$ cat src/rtl/seq_add_sub.sv
// Multi-cycle chunked adder/subtractor with a registered carry chain and start/busy/done handshake.
// Optional build macro SEQ_ADD_SUB_SAT_EN enables signed saturation of the result on overflow.
module seq_add_sub #(
  parameter int WIDTH = 16,
  parameter int CHUNK = 4
) (
  input  logic             clk,
  input  logic             rst_n,
  input  logic             start,
  input  logic             sub,
  input  logic [WIDTH-1:0] a,
  input  logic [WIDTH-1:0] b,
  output logic             busy,
  output logic             done,
  output logic [WIDTH-1:0] sum,
  output logic             carry_out,
  output logic             overflow,
  output logic             zero
);

  localparam int NCHUNK = WIDTH / CHUNK;
  localparam int CW     = (NCHUNK > 1) ? $clog2(NCHUNK) : 1;
  localparam logic [CW-1:0] LAST = CW'(NCHUNK - 1);

  if (CHUNK < 1 || WIDTH % CHUNK != 0) begin : g_bad_cfg
    $error("seq_add_sub: WIDTH (%0d) must be a positive multiple of CHUNK (%0d)", WIDTH, CHUNK);
  end

  typedef enum logic {IDLE, RUN} state_t;

  state_t           state, state_next;
  logic [WIDTH-1:0] a_sh, b_sh, res_sh, res_next, final_sum;
  logic [CHUNK:0]   chunk_add;
  logic [CW-1:0]    cnt;
  logic             carry, a_msb, b_msb;
  logic             accept, last, raw_ovf;

  assign busy   = (state == RUN);
  assign accept = start && !busy;
  assign last   = (state == RUN) && (cnt == LAST);

  // NOTE: registers use non-blocking assignments so every flop samples pre-edge values.
  always_ff @(posedge clk or negedge rst_n) begin
    if (!rst_n) state <= IDLE;
    else        state <= state_next;
  end

  // NOTE: every always_comb output gets a default first, so no path can infer a latch.
  always_comb begin
    state_next = state;
    case (state)
      IDLE:    if (accept) state_next = RUN;
      RUN:     if (cnt == LAST) state_next = IDLE;
      default: state_next = IDLE;
    endcase
  end

  // One chunk per cycle; the new chunk enters at the top so the LSB chunk ends up at the bottom.
  always_comb begin
    chunk_add = {1'b0, a_sh[CHUNK-1:0]} + {1'b0, b_sh[CHUNK-1:0]} + (CHUNK+1)'(carry);
    res_next  = (res_sh >> CHUNK) | (WIDTH'(chunk_add[CHUNK-1:0]) << (WIDTH - CHUNK));
    raw_ovf   = (a_msb == b_msb) && (res_next[WIDTH-1] != a_msb);
`ifdef SEQ_ADD_SUB_SAT_EN
    if (raw_ovf) final_sum = a_msb ? {1'b1, {(WIDTH-1){1'b0}}} : {1'b0, {(WIDTH-1){1'b1}}};
    else         final_sum = res_next;
`else
    final_sum = res_next;
`endif
  end

  // NOTE: working shift registers are reset as well, keeping the block fully deterministic.
  always_ff @(posedge clk or negedge rst_n) begin
    if (!rst_n) begin
      a_sh   <= '0;
      b_sh   <= '0;
      res_sh <= '0;
      carry  <= 1'b0;
      cnt    <= '0;
      a_msb  <= 1'b0;
      b_msb  <= 1'b0;
    end else if (accept) begin
      a_sh   <= a;
      b_sh   <= sub ? ~b : b;
      carry  <= sub;
      cnt    <= '0;
      a_msb  <= a[WIDTH-1];
      b_msb  <= sub ? ~b[WIDTH-1] : b[WIDTH-1];
    end else if (busy) begin
      a_sh   <= a_sh >> CHUNK;
      b_sh   <= b_sh >> CHUNK;
      res_sh <= res_next;
      carry  <= chunk_add[CHUNK];
      cnt    <= cnt + 1'b1;
    end
  end

  // Visible results move only on the last chunk edge; they stay put while running.
  always_ff @(posedge clk or negedge rst_n) begin
    if (!rst_n) begin
      done      <= 1'b0;
      sum       <= '0;
      carry_out <= 1'b0;
      overflow  <= 1'b0;
      zero      <= 1'b0;
    end else begin
      done <= last;
      if (last) begin
        sum       <= final_sum;
        carry_out <= chunk_add[CHUNK];
        overflow  <= raw_ovf;
        zero      <= (final_sum == '0);
      end
    end
  end

endmodule

$ cat config.mk
export PLATFORM = sky130hd
export DESIGN_NAME = seq_add_sub
export DESIGN_NICKNAME = d
export VERILOG_FILES = /design/src/rtl/seq_add_sub.sv
export SDC_FILE = /design/constraint.sdc
export NUM_CORES = 1
export LEC_CHECK = 0
export BUFFER_PORTS_ARGS = -buffer_cell sky130_fd_sc_hd__buf_2
export CAP_MARGIN = 5
export CORE_ASPECT_RATIO = 1.25
export CORE_UTILIZATION = 44
export CTS_CLUSTER_DIAMETER = 150
export DETAILED_ROUTE_END_ITERATION = 10
export GPL_TIMING_DRIVEN = 0
export PLACE_DENSITY = 0.66
export SYNTH_ARGS = -nofsm -noshare
export SYNTH_HDL_FRONTEND = slang
export SYNTH_SLANG_ARGS = --single-unit
$ cat constraint.sdc
create_clock -name clk -period 2.33 [get_ports clk]
set_input_delay 0 -clock clk [delete_from_list [all_inputs] [get_ports clk]]
set_output_delay 0 -clock clk [all_outputs]
set_load 0.05 [all_outputs]
==> results.sh <==
export IMPL_r2r_end="zero"
export IMPL_cts_resized=0
export IMPL_core_area_um2=6977
export IMPL_num_vias=2329
export IMPL_cp_max_fo=3
export IMPL_drt_iter0_drc=69
export IMPL_die_height_um=96.89
export IMPL_power_frac_seq=0.389
export IMPL_dp_cells=426
export IMPL_syn_inst=282
export IMPL_cts_tree="done"
export IMPL_ant_nets=0
export IMPL_p_switching_mw=2.252
export IMPL_cts_sinks=70
export IMPL_ys_flop_type="dfrtp_1"
export IMPL_setup_violations=0
export IMPL_max_freq_mhz=516.9
export IMPL_final_nets=410
export IMPL_root_buffer="clkbuf_8"
export IMPL_cts_max_level=3
export IMPL_totalNegativeSetupSlack_ps=0
export IMPL_p_int_mw=3.214
export IMPL_antenna_found_initial=0
export IMPL_yosysMostFrequentCell="dfrtp_1"
export IMPL_clk_pin_slew_worst_paths_ps=70
export IMPL_p_leak_nw=1.845
export IMPL_r2r_slack_ps=400
export IMPL_cap_viol_max_count=0
export IMPL_grt_pass1_wl_um=11210
export IMPL_hold_path_class="in -> reg"
export IMPL_grt_overflow=0
export IMPL_portBuffers=54
export IMPL_critPathArrivalTime_ps=2200
export IMPL_dieArea_um2=7549
export IMPL_cts_buffers_inserted=9
export IMPL_synth_seq_cells=70
export IMPL_wl_um=6727
export IMPL_grt_max_degree=71
export IMPL_yosysSeqAreaShare=0.5527
export IMPL_pin_count=57
export IMPL_netlist_area_leader_share=0.5527
export IMPL_n_antenna_cell=0
export IMPL_worstMarginPinSlew_ps=873.4
export IMPL_fin_crit_sh=0.8303
export IMPL_start_kind="flip-flop"
export IMPL_routed_via_density=5.030
export IMPL_cts_hold_buf=21
export IMPL_rsz0062_at_grt="false"
export IMPL_critPathRequiredTime_ps=2590
export IMPL_reg2reg_from="a_sh[0]"
export IMPL_endpoint_kind="flip-flop"
export IMPL_synth_area_leaders="dfrtp_1, mux2_2, o21ai_0"
export IMPL_cp_startpoint="a_sh[0]"
export IMPL_finalWeightedCongestion=0.7844
export IMPL_synth_avg_cell_area_um2=11.24
export IMPL_period_minus_slack_ps=1935
export IMPL_drc=0
export IMPL_start_util=0.4543
export IMPL_slew_headroom=0.4178
export IMPL_die_w_um=77.91
export IMPL_post_dp_hpwl_um=4543
export IMPL_total_power_mw=5.466
export IMPL_rr_worst_depth=7
export IMPL_synth_top_cells_by_count="dfrtp_1, nand2_1, o21ai_0, mux2_2, xnor2_1"
export IMPL_powerDensity_nw_per_um2=1378
export IMPL_wl_per_cell_um=14.53
export IMPL_crit_end="zero"
export IMPL_drt_pass1_iter_count=4
export IMPL_yosysUniqueCellTypes=32
export IMPL_clock_latency_ps=340
export IMPL_irDropWorstVdd_v=0.0007550
export IMPL_post_cts_buffers=0
export IMPL_finalClockSkew_ps=10.26
export IMPL_synth_edf_count=0
export IMPL_final_max_slew_violation_count=0
export IMPL_grt_pass1_vias=2362
export IMPL_cts_max_path_buffers=2
export IMPL_syn2layout_area_growth_pct=25.15
export IMPL_pwr_share_comb=0.431
export IMPL_grt_use_total=0.1957
export IMPL_synthesis_area_um2=3169
export IMPL_p_sw_frac=0.4120
export IMPL_ys_warn_count=0
export IMPL_async_reset_ff_frac=1.000
export IMPL_path_class="reg -> reg"
export IMPL_finalHoldViolCount=0
export IMPL_rows=34
export IMPL_yosysTopAreaCell="dfrtp_1"
export IMPL_final_util=0.5685
export IMPL_syn_num_nets=324
export IMPL_status="finished clean"
export IMPL_finalNonFillerCells=463
export IMPL_drive_gt1_frac=0.2815
export IMPL_clock_power_share=0.179
-- per-layer routing --
layer / track usage / up-vias / part of all wire / wire [um]
met5: 0 / - / 0 / 0
met4: 0.1225 / 0 / 0.036 / 242
met3: 0.03302 / 20 / 0.037 / 250
met2: 0.3145 / 66 / 0.48 / 3215
met1: 0.2435 / 1101 / 0.45 / 3018
li1: - / 1142 / - / -
-- registers in the layout, summed over array words and instances (netlist names) --
name	count
overflow	1
busy	1
done	1
b_sh	16
carry_out	1
a_sh	16
b_msb	1
cnt	2
res_sh	12
sum	16
carry	1
zero	1
a_msb	1
-- power by group through the flow --
stage | logic [mW] | clock network, mW | registers, mW
3_3_place_gp | 2.29 | 0 | 2.12
5_1_grt | 2.58 | 1.05 | 2.20
2_1_floorplan | 1.23 | 0 | 2.64
4_1_cts | 2.38 | 1.00 | 2.13
3_5_place_dp | 2.34 | 0 | 2.15
6_report | 2.36 | 0.979 | 2.13
-- worst max-delay path, stage by stage, from the launching register on --
cell and delay (ps):
dfrtp_1 410, fa_1 460, inv_1 90, fa_1 230
xnor2_2 100, nor4b_2 300, nand4_1 140, o21ai_1 130
-- stage by stage --
step,hold slack (ps),worst slack (ps),instance area (um2)
after floorplan,-295.6,611.9,3169
after global placement,241.2,443.5,3552
after detailed placement,174.5,403.7,3555
after CTS,46.48,381.6,3966
after global routing,69.80,248.3,3966
final,56.97,395.4,3966
-- cell usage in the layout (no fill, tap or decap) --
cell type	Yosys	routed
dfrtp_1	70	70
buf_2	5	58
nand2_1	43	43
o21ai_0	37	37
mux2_2	27	27
dlygate4sd3_1	0	21
xnor2_1	17	17
mux2i_1	16	16
clkbuf_1	11	13
nor2_1	11	11
clkbuf_8	0	11
inv_1	5	5
a211oi_1	5	5
o21ai_1	5	5
a21oi_1	5	5
ha_1	4	4
buf_4	1	2
a21o_1	2	2
nand4_1	2	2
fa_1	2	2
inv_2	1	1
buf_1	1	1
xnor2_2	1	1
a22o_1	1	1
nor2b_1	1	1
or4_1	1	1
or4b_1	1	1
nand4b_1	1	1
a21boi_1	1	1
a211o_1	1	1
or4_4	1	1
nor4b_2	1	1
nor4_1	1	1
nor3_1	1	1
clkinv_2	0	1
clkinvlp_4	0	1
bufinv_16	0	1
-- kinds of logic (layout without fill, tap and decap cells) --
| family | count (synthesis) | count (layout) | share of synthesized area |
|---|---|---|---|
| flops | 70 | 70 | 0.5527 |
| xor+xnor | 18 | 18 | 0.05211 |
| compound gates | 57 | 57 | 0.09870 |
| simple gates | 64 | 64 | 0.09001 |
| fa+ha+maj | 6 | 6 | 0.02843 |
| mux | 43 | 43 | 0.1465 |
| buf+inv | 24 | 115 | 0.03158 |
-- area by class of cell --
class                      count  area, um2
buffer                        18      77.57
inverter                       6      22.52
clock buffer                  13      158.9
multi-input combinational    188       1318
clock inverter                 3      42.54
timing repair buffer          75      483.0
fill                         600       3010
sequential                    70       1752
tap                           90      112.6
-- worst min-delay path by stage --
stage / startpoint / to / slack [ps] / cells after the start
final: b[8] / b_sh[8] / 60 / 5
after global routing: b[8] / b_sh[8] / 70 / 5
after CTS: b[11] / b_sh[11] / 50 / 5
after detailed placement: rst_n / sum[4] / 170 / 1
after global placement: a[14] / a_sh[14] / 240 / 3
after floorplan: rst_n / a_msb / -300 / 0
Power figures use the tool's default switching activity.
